==> src/rtl/adder_tree_packer.sv <==
// rtl/adder_tree_packer.sv - ping-pong lane packer feeding the BFP32 reduction adder tree
module adder_tree_packer #(
    parameter int BETA          = 16,
    parameter int ADD_DATAWIDTH = 32,
    parameter int CNT_W         = $clog2(BETA + 1)
) (
    input  logic                                  clk,
    input  logic                                  rst,
    input  logic                                  in_valid,
    output logic                                  in_ready,
    input  logic [ADD_DATAWIDTH-1:0]              in_data,
    input  logic                                  in_last,
    output logic                                  out_valid,
    input  logic                                  out_ready,
    output logic [BETA-1:0][ADD_DATAWIDTH-1:0]    out_data,
    output logic [CNT_W-1:0]                      out_count,
    output logic                                  out_last
);

    localparam logic [CNT_W-1:0] LAST_LANE = CNT_W'(BETA - 1);

    // Two banks: one fills from the input while the other waits for the tree.
    logic [BETA-1:0][ADD_DATAWIDTH-1:0] bank_q [2];
    logic [CNT_W-1:0]                   cnt_q  [2];
    logic                               last_q [2];
    logic                               full_q [2];
    logic                               wp_q;
    logic                               rp_q;
    logic [CNT_W-1:0]                   lane_q;

    logic in_hs;
    logic out_hs;
    logic close_grp;

    // Readiness comes only from registered flags, so out_ready never reaches in_ready.
    assign in_ready  = !full_q[wp_q];
    assign out_valid = full_q[rp_q];
    assign in_hs     = in_valid && in_ready;
    assign out_hs    = out_valid && out_ready;
    assign close_grp = in_hs && ((lane_q == LAST_LANE) || in_last);

    // Control state: lane tracking, group close into wp bank, drain of rp bank.
    always_ff @(posedge clk or posedge rst) begin
        if (rst) begin
            for (int b = 0; b < 2; b++) begin
                cnt_q[b]  <= '0;
                last_q[b] <= 1'b0;
                full_q[b] <= 1'b0;
            end
            wp_q   <= 1'b0;
            rp_q   <= 1'b0;
            lane_q <= '0;
        end else begin
            if (in_hs) begin
                if (close_grp) begin
                    cnt_q[wp_q]  <= lane_q + CNT_W'(1);
                    last_q[wp_q] <= in_last;
                    full_q[wp_q] <= 1'b1;
                    wp_q         <= ~wp_q;
                    lane_q       <= '0;
                end else begin
                    lane_q <= lane_q + CNT_W'(1);
                end
            end
            // A close always targets the non-full bank, a drain the full one,
            // so these never touch the same flag in one cycle.
            if (out_hs) begin
                full_q[rp_q] <= 1'b0;
                rp_q         <= ~rp_q;
            end
        end
    end

    // Bank storage: stale lanes are masked on the output, so no reset is needed.
    always_ff @(posedge clk) begin
        if (in_hs) begin
            for (int i = 0; i < BETA; i++) begin
                if (lane_q == CNT_W'(i)) begin
                    bank_q[wp_q][i] <= in_data;
                end
            end
        end
    end

    // Output view of the read bank; pad lanes are forced to zero because the tree sums every lane.
    always_comb begin
        out_data  = '0;
        out_count = '0;
        out_last  = 1'b0;
        if (full_q[rp_q]) begin
            out_count = cnt_q[rp_q];
            out_last  = last_q[rp_q];
            for (int i = 0; i < BETA; i++) begin
                if (CNT_W'(i) < cnt_q[rp_q]) begin
                    out_data[i] = bank_q[rp_q][i];
                end
            end
        end
    end

endmodule

==> config.mk <==
export PLATFORM = sky130hd
export DESIGN_NAME = adder_tree_packer
export DESIGN_NICKNAME = d
export VERILOG_FILES = /design/src/rtl/adder_tree_packer.sv
export SDC_FILE = /design/constraint.sdc
export NUM_CORES = 1
export LEC_CHECK = 0
export ABC_CLOCK_PERIOD_IN_PS = 4700
export CORE_AREA = 2 2 287 289
export DETAILED_ROUTE_END_ITERATION = 10
export DIE_AREA = 0 0 289 291
export PLACE_DENSITY_LB_ADDON = 0.25
export SLEW_MARGIN = 20
export SYNTH_ARGS = -nofsm -noshare
export SYNTH_HDL_FRONTEND = slang
export SYNTH_SLANG_ARGS = --single-unit
==> constraint.sdc <==
create_clock -name clk -period 4.7 [get_ports clk]
set_input_delay 0.94 -clock clk [delete_from_list [all_inputs] [get_ports clk]]
set_output_delay 0.94 -clock clk [all_outputs]
set_load 0.1 [all_outputs]
# --- Word-level counts from Yosys, hierarchy flattened ---
# Memory sizes are Yosys's and may differ from the RTL's.
# Cells that the tools add are included.
# Widths: inputs -> output; s select.
totals:
  reg_bits: 21
  mem_bits_rw: 1024
  out_inout_bits: 520
  word_cells: 153
  mem_count: 1
classes:
  n_addsub: 1
  n_lt_le_gt_ge: 20
  eq_ne: 15
  muxes: 91
  bitwise: 7
  reduce_logical: 9
memory_table:
  columns: ["name", "depth", "word_bits", "rd", "rd_ports_with_merged_regs", "write_ports", "line", "source"]
  rows:
  - ["bank_q", 2, 512, 1, 0, 1, "23", "logic [BETA-1:0][ADD_DATAWIDTH-1:0] bank_q [2];"]
ops:
  columns: ["op", "count"]
  rows:
  - ["$mux 32", 16]
  - ["$mux 512", 1]
  - ["$mux 1", 60]
  - ["$eq 5x4->1 const B", 8]
  - ["$lt 4x5->1 const A", 8]
  - ["$mux 5", 6]
  - ["$eq 5x3->1 const B", 4]
  - ["$lt 3x5->1 const A", 4]
  - ["$bwmux 10", 1]
  - ["$eq 5x2->1 const B", 2]
  - ["$lt 1x5->1 const A", 2]
  - ["$lt 2x5->1 const A", 2]
  - ["$mux 2", 3]
  - ["$add 5x1->5 const B", 1]
  - ["$demux 5 s1", 1]
  - ["$eq 5x1->1 const B", 1]
  - ["$logic_and 1x1->1", 5]
  - ["$logic_not 5->1", 1]
  - ["$ge 2x2->1 const B", 2]
  - ["$lt 2x1->1 const B", 2]
  - ["$not 1->2", 2]
  - ["$and 2x2->2", 1]
  - ["$bwmux 2", 1]
  - ["$demux 1 s1", 2]
  - ["6 further kinds", 7]

# --- Depth between registers and ports, before layout ---
# Gate-level depths: netlist of the first run.
logic_depth:
  word_depth: 11
  depth_mapped: 8
  ltp_nobuf: 6

# --- Worst setup path after synthesis of the first run ---
# OpenSTA, ideal clock, no wires.
synth_path:
  path_kind: "register to register"
  startpoint: "reg full_q[0] in the netlist's numbering"
  endpoint: "mem bank_q[0][384] in the netlist's numbering (enable)"
  setup_ns: 0.461
  arrival_time_ns: 5.015
  required_time_ns: 4.239
  slack_ns: -0.776
  path_stages_with_launch: 6
  path_buffers: 1
  period_less_slack_ns: 5.476
  cell_sequence: "dfrtp_1 -> clkbuf_1 -> mux2i_1 -> and3_1 -> nand2_1 -> nor3_1"
synth_between:
  elab_chain_cells: 7
synth_rtl:
  columns: ["item", "line", "source"]
  rows:
  - ["from (decl)", "26", "logic full_q [2];"]
  - ["from (signal, indexed assignment)", "48", "full_q[b] <= 1'b0;"]
  - ["from (signal, indexed assignment)", "58", "full_q[wp_q] <= 1'b1;"]
  - ["from (signal, indexed assignment)", "68", "full_q[rp_q] <= 1'b0;"]
  - ["$mux 1 (implied by the code) (3 in series)", "36", "assign in_ready = !full_q[wp_q];"]
  - ["$logic_not 1->1", "36", null]
  - ["via in_ready", "10", "output logic in_ready,"]
  - ["$logic_and 1x1->1", "38", "assign in_hs = in_valid && in_ready;"]
  - ["$mux 1", "76", "if (in_hs) begin"]
  - ["$mux 1 (implied by the code)", "79", "bank_q[wp_q][i] <= in_data;"]
  - ["to (decl)", "23", null]
# The timed path passes the listed nets, and every way through them passes these cells. The select of a mux whose other input is x is not followed.

==> summary.txt, run 1 <==
Synth
  • Synth top area cells: edfxtp_1 (77%), mux2i_1 (13%), nor2_1 (5.1%)
  • Syn_nets: 2407
  • Post-synth top flop: edfxtp_1
  • Post-synth EDFFs: 1024
  • Synth area leader: edfxtp_1
  • Yosys cell types: 51
  • Adder-cell share of the synthesized area: 0.00156
  • Yosys reg bits: 1045
  • Post-synthesis sequential area ratio: 0.781
  • Simple logic cell fraction of the synthesized area: 0.0616
  • Commonest cells post-synth: edfxtp_1 (1024), nor2_1 (546), mux2i_1 (517)
  • Synth Area in XOR/XNOR: 0.000219
  • Share of flip-flops with an asynchronous set or reset: 0.0201
  • Synth Area in Compound Gates: 0.00878
  • Area share of the largest cell type after synthesis: 0.768
  • Mux share of post-synthesis cell area: 0.131
  • Average size of a mapped cell: 16.9 µm²
  • YS warnings: 0
  • Largest family of logic cells by synthesized area: multiplexers
  • Post-Syn Area: 40100 µm²
  • Most frequent cell after synthesis: edfxtp_1
  • Syn Inst Count: 2365

Clock network
  • CTS tree: yes
  • CTS Buf Count: 102
  • Root buffer cell: clkbuf_16
  • H-tree Lvls: 3
  • Setup Fix Bufs, Post-CTS: 0
  • CTS Sinks: 1045
  • Clk pin slew, worst setup/hold paths: 0.06 ns
  • CTS max path bufs: 3
  • Quantity of gates resized following cts: 0
  • Skew-Pair Late Insertion Delay: 0.64 ns
  • Hold Buf Count CTS: 0

Run
  • Max Cap Viol: 0

Worst hold path
  • Hold path cells: 2
  • Hold WC Path Type: flip-flop to flip-flop
  • Hold path startpoint: lane_q[4]
  • WHS Endpoint: lane_q[4]

Global routing
  • Pin count of the biggest net entering global routing: 130
  • GRT Util Overall: 0.257
  • First-pass GRT wire length: 154000 µm
  • Total grt overflow: 0
  • Initial antenna violation count: 3
  • Vias in the first global route: 22500

Worst setup path
  • CP required: 3.76 ns
  • Crit. End Element: output port
  • Crit path max-delay family: compound AO/OA/AOI/OAI gates
  • CP startpoint kind: flip-flop
  • CP Data Arrival Time: 3.52 ns
  • Setup CP Type: flip-flop to output port
  • Worst R2R Setup Slack: 1.43 ns
  • Critical Path Slowest Stage Cell: dfrtp_4
  • Register-to-Register Path Depth: 4
  • R2R Path Start: wp_q
  • RR Endpoint: bank_q[0][359]
  • CP bufs+invs: 3
  • Worst-path cell chain: nor2b_4 -> a32oi_4 -> inv_2 -> buf_4 -> o22ai_4 -> nor2_1 -> buf_12
  • Worst-path maximum fanout: 49
  • CP peak stage delay: 0.90 ns

Power and ir drop
  • Switching part of the total: 0.408
  • Clock power share: 0.238
  • Pwr dens: 612 nW/µm²
  • Comb power frac: 0.430
  • Leakage: 20.6 nW
  • Sequential share of power: 0.332
  • P_int: 0.0196 W
  • Worst IR drop on VDD: 0.548 mV
  • Switching power: 0.0135 W

Place
  • GPL Wtd Cong: 0.794
  • Post-DP HPWL: 65700 µm
  • Placed instance area: 50800 µm²
  • Port bufs: 556

Floorplanning
  • Row Count: 105
  • Die span in x: 289 µm
  • Die area: 84100 µm²
  • Initial Util: 0.493
  • Io pins: 557
  • Core ar.: 81200 µm²
  • Die Ht: 291 µm

Layout
  • Share of cells above drive strength 1: 0.267
  • P&R area growth vs syn: 34.8%
  • Fill cells: 5427
  • Nets: 2999
  • Post-route design area: 54000 µm²

STA
  • RSZ-0062 raised after global routing: no
  • Slew headroom: 0.205
  • Max Freq: 224 MHz
  • Skew final: 0.0246 ns
  • Tmin final: 4.46 ns
  • Total Neg Setup Slack: 0 ns
  • Final period utilization: 0.949
  • Max-slew violations: 0
  • Worst-Margin Slew: 1.19 ns
  • Hold Violations, Final: 0
  • Final setup viols: 0

Detailed routing
  • Total wire length: 109000 µm
  • Via count: 22700
  • Initial detailed-routing violation count: 2034
  • Via density: 5.51
  • Wire length per cell: 26.6 µm
  • DRT Pass-1 Iters: 5
  • Final ANT Viol Nets: 0
  • DRC: 0

Run status
  • Status: complete, no violations
## how the worst max path moves through the flow
| stage | from | endpoint | slack [ns] | depth (start not counted) |
|---|---|---|---|---|
| finish | rp_q | out_data[271] | 0.24 | 7 |
| detailed placement | rp_q | out_data[271] | 0.86 | 7 |
| global route | rp_q | out_data[259] | 0.02 | 7 |
| floorplan | full_q[0] | bank_q[1][128] | 0.08 | 5 |
| CTS | rp_q | out_data[271] | 0.15 | 7 |
| global placement | rp_q | out_data[278] | 1.00 | 7 |
## metrics by stage
stage	setup WS, ns	util	power (W)	instances	hold WS (ns)
after floorplan	0.0807	-	0.0205	2365	0.443
after global placement	1.00	0.625	0.0253	3923	0.457
after detailed placement	0.864	0.625	0.0255	3923	0.480
after CTS	0.150	0.665	0.0333	4108	0.495
after global routing	0.0193	0.665	0.0340	4109	0.513
final	0.242	0.665	0.0331	4111	0.499
## power by group through the flow
stage,registers (W),logic [W],clock network [W]
floorplan,0.0110,0.00954,0
detailed placement,0.0112,0.0143,0
global route,0.0110,0.0146,0.00834
CTS,0.0110,0.0143,0.00797
finish,0.0110,0.0142,0.00786
global placement,0.0111,0.0142,0
## cell families (layout without fill, tap and decap cells)
| group | after synthesis | after routing |
|---|---|---|
| buf+inv | 128 | 801 |
| mux | 522 | 522 |
| fa+ha+maj | 5 | 5 |
| compound gates | 45 | 45 |
| xor+xnor | 1 | 1 |
| other cells | 0 | 3 |
| simple gates | 619 | 619 |
| flops | 1045 | 1045 |
## metal layers
layer  vias up  part of all wire  global-route usage
li1       9971                 -                   -
met1     11600              0.39               0.340
met2       968              0.50               0.424
met3       138             0.086              0.0597
met4         0             0.026              0.0769
met5         -                 0                   0
## flip-flops by register name, indices dropped and copies added (netlist names)
signal	count
bank_q	1024
cnt_q	10
full_q	2
lane_q	5
last_q	2
rp_q	1
wp_q	1
## layout by cell type (no fill, tap or decap), types with 6 or more instances in the layout
cell type	Yosys	final
dfrtp_1	21	20
clkinv_2	0	25
nand3_1	7	7
clkbuf_1	12	14
clkinvlp_4	0	6
buf_2	87	32
mux2i_1	517	517
clkinv_1	0	22
nor2_2	3	8
nor2_4	0	22
nor2_1	546	519
clkbuf_16	0	104
edfxtp_1	1024	1024
o21ai_0	18	17
buf_4	18	150
buf_12	0	420
bufinv_16	0	8
inv_1	9	9
nand2_1	31	31
## area by class of cell
class,count,area [µm²],share of cell area
Tap cell,1070,1340,0.0248
Clock inverter,67,564,0.0105
Timing Repair Buffer,606,9730,0.180
Inverter,10,37.5,0.000695
Antenna cell,3,7.51,0.000139
Multi-Input combinational cell,1192,8370,0.155
Sequential cell,1045,31300,0.579
Clock buffer,118,2660,0.0492
## worst register-to-register path: stages, from the launching register on
cell and delay [ns]:
dfrtp_1 0.78, mux2i_1 0.44, and3_1 0.28, nand2_1 0.40, nor2_4 0.93
Power figures use the tool's default switching activity.
==> run 2, diff against run 1 <==
CAP_MARGIN = 20   (was not set)
CORE_AREA = 4 4 289 291   (was 2 2 287 289)
DIE_AREA = 0 0 293 295   (was 0 0 289 291)
SLEW_MARGIN = not set   (was 20)
==> run 2 against run 1 <==
Net effect: critical endpoint is now out_data[407]; clock power is 4.7% higher; largest power group unchanged; sequential share of layout area grew 0.23 points; via count up 1.1%; critical path depth fell by 2; clock skew increased by 0.012 ns; sequential power about the same; core utilization grew 0.27 points; critical path type unchanged; register-to-register slack got worse by 0.04 ns; power up 0.26%.
==> summary.txt, run 2 (synthesized netlist as in run 1, its figures left out) <==
Clock network
  • Setup Fix Bufs, Post-CTS: 0 (unchanged)
  • CTS Sinks: 1045 (unchanged)
  • Clk pin slew, worst setup/hold paths: 0.06 ns (about the same)
  • CTS Buf Count: 100 (-2.0%)
  • Hold Buf Count CTS: 0 (unchanged)
  • Skew-Pair Late Insertion Delay: 0.65 ns (about the same)
  • CTS max path bufs: 3 (unchanged)
  • H-tree Lvls: 3 (unchanged)
  • Root buffer cell: clkbuf_16
  • CTS tree: yes
  • Quantity of gates resized following cts: 0 (unchanged)

STA
  • Total Neg Setup Slack: 0 ns (unchanged)
  • RSZ-0062 raised after global routing: no
  • Max Freq: 227 MHz (+1.1%)
  • Hold Violations, Final: 0 (unchanged)
  • Slew headroom: 0.0318 (-0.173)
  • Max-slew violations: 0 (unchanged)
  • Final setup viols: 0 (unchanged)
  • Final period utilization: 0.938 (-0.0103)
  • Skew final: 0.0370 ns (+0.0124 ns)
  • Tmin final: 4.41 ns (-0.0486 ns)
  • Worst-Margin Slew: 1.45 ns (+0.259 ns)

Detailed routing
  • DRC: 0 (unchanged)
  • DRT Pass-1 Iters: 5 (unchanged)
  • Initial detailed-routing violation count: 2334 (+15%)
  • Total wire length: 111000 µm (+1.8%)
  • Wire length per cell: 27.1 µm (+1.9%)
  • Via density: 5.58 (+1.3%)
  • Via count: 22900 (+1.1%)
  • Final ANT Viol Nets: 0 (unchanged)

Layout
  • P&R area growth vs syn: 34.2%
  • Non-filler cells, final: 4103 (-0.19%)
  • Fill cells: 5306 (-2.2%)
  • Share of cells above drive strength 1: 0.267 (about the same)
  • Largest regs: bank_q (1024), cnt_q (10), lane_q (5)
  • Max reg flops: 1024 (unchanged)
  • Final Core Density: 0.668 (+0.00269)
  • Most frequent cells in the layout: edfxtp_1 (1024), nor2_1 (519), mux2i_1 (517)
  • Nets: 2996 (-0.10%)
  • Commonest non-fill, non-tap cell in the layout: edfxtp_1
  • Most flops, register: bank_q

Global routing
  • Vias in the first global route: 22900 (+1.6%)
  • GRT Util Overall: 0.250 (-0.00678)
  • Total grt overflow: 0 (unchanged)
  • Grt peak-use layer: met2
  • Met3 Use GR: 0.0558 (-0.00390)
  • Pin count of the biggest net entering global routing: 152 (+17%)
  • Met1 Usage GRT: 0.326 (-0.0136)
  • Initial antenna violation count: 6 (+3)
  • Met2 usage: 0.421 (-0.00332)
  • First-pass GRT wire length: 156000 µm (+0.91%)

Floorplanning
  • Row Count: 104 (-0.95%)
  • Die span in x: 293 µm (+1.4%)
  • Die area: 86400 µm² (+2.8%)
  • Die Ht: 295 µm (+1.4%)
  • Core ar.: 80500 µm² (-0.79%)
  • Io pins: 557 (unchanged)
  • Initial Util: 0.497 (+0.00394)

Worst setup path
  • Setup CP Type: flip-flop to output port
  • Crit. End Element: output port
  • CP required: 3.76 ns (about the same)
  • CP startpoint kind: flip-flop
  • Worst-path maximum fanout: 42 (-14%)
  • CP Data Arrival Time: 3.47 ns (-0.05 ns)

Place
  • Dpl cells: 3908 (-0.38%)
  • GPL Wtd Cong: 0.816 (+2.7%)
  • Post-DP HPWL: 66000 µm (+0.37%)
  • Port bufs: 556 (unchanged)

Run status
  • Status: complete, no violations

Power and ir drop
  • Leakage: 20.6 nW (about the same)
  • Pwr dens: 616 nW/µm² (+0.65%)
  • Total chip power: 0.0332 W (+0.26%)
  • Worst IR drop on VDD: 0.440 mV (-20%)

Run
  • Max Cap Viol: 0 (unchanged)

Worst hold path
  • Hold WC Path Type: flip-flop to flip-flop
==> run 2: changes by cell type in the layout (fill, tap and decap cells not counted), sizes merged <==
cell,change
buf,-1
bufinv,+8
clkbuf,+4
clkinv,-12
clkinvlp,-2
diode,+1
inv,+4
==> run 2: area by class of cell <==
| cell class | count | area (µm²) | area share |
|---|---|---|---|
| Timing Repair Buffer | 605 | 9370 | 0.174 |
| Sequential cell | 1045 | 31300 | 0.582 |
| Clock buffer | 122 | 2610 | 0.0485 |
| Clock inverter | 65 | 774 | 0.0144 |
| Multi-Input combinational cell | 1192 | 8370 | 0.156 |
| Antenna cell | 4 | 10.0 | 0.000186 |
| Inverter | 10 | 37.5 | 0.000698 |
| Tap cell | 1060 | 1330 | 0.0247 |
==> run 2: path summary, 6_finish.rpt <==
kind | from | to | slack [ns] | cells past startpoint
min | lane_q[4] | lane_q[4] | 0.50 | 2
max | rp_q | out_data[407] | 0.29 | 5
min in group asynchronous | rst | last_q[1] | 0.78 | 2
min reg2reg | lane_q[4] | lane_q[4] | 0.50 | 2
max in group asynchronous | rst | rp_q | 3.32 | 2
max reg2reg | wp_q | bank_q[1][69] | 1.39 | 4
==> run 2: worst max-delay path, stage by stage (launching register included) <==
cell and delay, ns:
dfrtp_4 0.74, buf_4 0.68, buf_4 0.67, mux2i_1 0.18
nor2_1 0.25, buf_12 0.21
==> run 2: per-layer routing <==
metal,wire length [µm],vias to the layer above,part of all wire
li1,-,9982,-
met4,3180,0,0.029
met1,41900,11600,0.38
met2,56200,1119,0.50
met3,9980,166,0.090
met5,0,-,0
==> run 2: stage by stage <==
stage / area [µm²] / hold WS (ns) / setup slack, ns
global placement: 50300 / 0.461 / 1.06
floorplan: 40100 / 0.443 / 0.0807
finish: 53800 / 0.502 / 0.290
detailed placement: 50300 / 0.472 / 0.951
CTS: 53700 / 0.485 / 0.237
global route: 53800 / 0.537 / 0.124
==> run 2: power by group <==
| part | internal (W) | switching [W] |
|---|---|---|
| clock network | 0.00485 | 0.00339 |
| registers | 0.0107 | 0.000276 |
| logic | 0.00419 | 0.00976 |
==> run 3, diff against run 2 <==
PLACE_DENSITY_LB_ADDON = 0.1   (was 0.25)
RECOVER_POWER = 25   (was not set)
==> run 3 against run 2 <==
Net effect: the run now ends with capacitance limit, slew limit left; fmax is 4.2% higher; power hardly changed; non-clock buffer count is 2 higher; largest power group unchanged; critical endpoint is now out_data[12]; critical path depth is 2 higher; first-iteration DRC count is 18% lower; cell area is 0.17% lower.
==> summary.txt, run 3 (synthesized netlist as in run 1, its figures left out) <==
Worst setup path
  • CP bufs+invs: 3 (unchanged)
  • CP peak stage delay: 0.69 ns (-0.05 ns)
  • Crit. End Element: output port
  • Worst-path cell chain: buf_12 -> nor3b_1 -> nor2_1 -> o31ai_4 -> buf_4 -> nor2_1 -> buf_4
  • Setup CP Type: flip-flop to output port
  • Critical Path Slowest Stage Cell: dfrtp_4
  • R2R Path Start: wp_q
  • Crit path max-delay family: buffers and inverters
  • Worst-path maximum fanout: 75 (+79%)
  • Critical path launch point: rp_q
  • CP startpoint kind: flip-flop
  • CP Data Arrival Time: 3.29 ns (-0.18 ns)
  • CP required: 3.76 ns (about the same)

Global routing
  • Total grt overflow: 0 (unchanged)
  • Pin count of the biggest net entering global routing: 109 (-28%)
  • Initial antenna violation count: 7 (+1)
  • GRT Util Overall: 0.251 (+0.00110)
  • First-pass GRT wire length: 156000 µm (about the same)
  • Vias in the first global route: 22300 (-2.3%)

Power and ir drop
  • Worst IR drop on VDD: 0.632 mV (+44%)
  • Leakage: 20.5 nW (-0.42%)
  • Pwr dens: 617 nW/µm² (+0.16%)

Layout
  • P&R area growth vs syn: 34.0%
  • Max reg flops: 1024 (unchanged)
  • Nets: 3001 (+0.17%)
  • Area of the multi-input gates: 8340 µm² (-0.45%)
  • Register area: 31300 µm² (unchanged)
  • Most flops, register: bank_q
  • Share of cells above drive strength 1: 0.257 (-0.00995)
  • Most frequent cells in the layout: edfxtp_1 (1024), nor2_1 (519), mux2i_1 (517)
  • Fill cells: 5470 (+3.1%)
  • Largest regs: bank_q (1024), cnt_q (10), lane_q (5)
  • Final Core Density: 0.666 (-0.00117)
  • Commonest non-fill, non-tap cell in the layout: edfxtp_1

Clock network
  • Setup Fix Bufs, Post-CTS: 0 (unchanged)
  • CTS tree: yes
  • CTS Sinks: 1045 (unchanged)
  • CTS Buf Count: 103 (+3.0%)
  • H-tree Lvls: 3 (unchanged)
  • Hold Buf Count CTS: 0 (unchanged)
  • Root buffer cell: clkbuf_16
  • Quantity of gates resized following cts: 0 (unchanged)
  • Skew-Pair Late Insertion Delay: 0.64 ns (about the same)
  • Clk pin slew, worst setup/hold paths: 0.06 ns (about the same)
  • CTS max path bufs: 3 (unchanged)

STA
  • Final setup viols: 0 (unchanged)
  • Worst-Margin Slew: 2.61 ns (+1.16 ns)
  • Tmin final: 4.23 ns (-0.180 ns)
  • Hold_ws: 0.487 ns (-0.0141 ns)
  • Slew headroom: -0.742 (-0.773)
  • RSZ-0062 raised after global routing: no
  • Total Neg Setup Slack: 0 ns (unchanged)
  • Skew final: 0.0198 ns (-0.0172 ns)
  • Max Freq: 236 MHz (+4.2%)
  • Final period utilization: 0.900 (-0.0382)
  • Max-slew violations: 761 (+761)
  • Hold Violations, Final: 0 (unchanged)

Place
  • Post-DP HPWL: 67300 µm (+2.0%)
  • GPL Wtd Cong: 0.801 (-1.8%)
  • Port bufs: 556 (unchanged)

Detailed routing
  • Total wire length: 111000 µm (+0.19%)
  • Wire length per cell: 27.2 µm (+0.26%)
  • DRC: 0 (unchanged)
  • Initial detailed-routing violation count: 1911 (-18%)
  • Via density: 5.51 (-1.3%)
  • Via count: 22600 (-1.3%)
  • Final ANT Viol Nets: 0 (unchanged)
  • DRT Pass-1 Iters: 5 (unchanged)

Floorplanning
  • Io pins: 557 (unchanged)
  • Row Count: 104 (unchanged)
  • Die Ht: 295 µm (unchanged)
  • Initial Util: 0.497 (unchanged)
  • Die span in x: 293 µm (unchanged)
  • Die area: 86400 µm² (unchanged)
  • Core ar.: 80500 µm² (unchanged)

Worst hold path
  • Hold path startpoint: lane_q[4]
  • Hold WC Path Type: flip-flop to flip-flop

Run status
  • Status: finished, violations left
  • Failing checks: capacitance limit, slew limit

Run
  • Max Cap Viol: 23 (+23)
-- run 3: cell types whose count changed in the layout (fill, tap and decap cells not counted), moves of 3 or more --
cell / change
buf_2: -23
clkbuf_1: +20
clkinv_2: -11
clkinv_1: +8
nor2_2: +6
nor2_4: -6
buf_4: +4
clkbuf_16: +4
buf_16: -3
-- run 3: final cells by class --
type	instances	area share
Sequential cell	1045	0.583
Timing Repair Buffer	607	0.173
Multi-Input combinational cell	1192	0.155
Clock buffer	123	0.0502
Tap cell	1060	0.0247
Clock inverter	59	0.0129
Inverter	10	0.000699
Antenna cell	4	0.000186
-- run 3: metrics by stage --
stage,total power (W),setup WS [ns],cells,cell area [µm²]
final,0.0331,0.470,4100,53700
after global routing,0.0341,0.256,4098,53700
after CTS,0.0334,0.392,4095,53700
after detailed placement,0.0252,1.07,3913,50300
after global placement,0.0251,1.08,3913,50300
after floorplan,0.0205,0.0807,2365,40100
-- run 3: report_power, final --
part           leakage (nW)  switching, W  internal, W
logic                  9.40       0.00981      0.00413
clock network          1.63       0.00335      0.00489
registers              9.48      0.000261       0.0107
total                  20.5        0.0134       0.0197
-- run 3: tightest hold or removal path, cell delays in order, from the launching register on --
cell and delay, ns:
dfrtp_1 0.35, nand2_1 0.05, o41ai_1 0.05
-- run 3: worst paths after layout --
kind,endpoint,slack (ns),depth (start not counted)
worst max-delay path,out_data[12],0.47,7
worst min-delay path,lane_q[4],0.49,2
worst max register to register,bank_q[0][136],1.30,4
worst min register to register,lane_q[4],0.49,2
max in group asynchronous,rp_q,3.37,2
min in group asynchronous,cnt_q[9],0.75,2
-- run 3: layer usage --
layer,share of wire,wire (µm),up-vias,global-route usage
li1,-,-,9978,-
met1,0.38,42700,11500,0.326
met3,0.092,10200,166,0.0682
met5,0.000099,11,-,0
met4,0.032,3540,2,0.0761
met2,0.49,55000,950,0.418
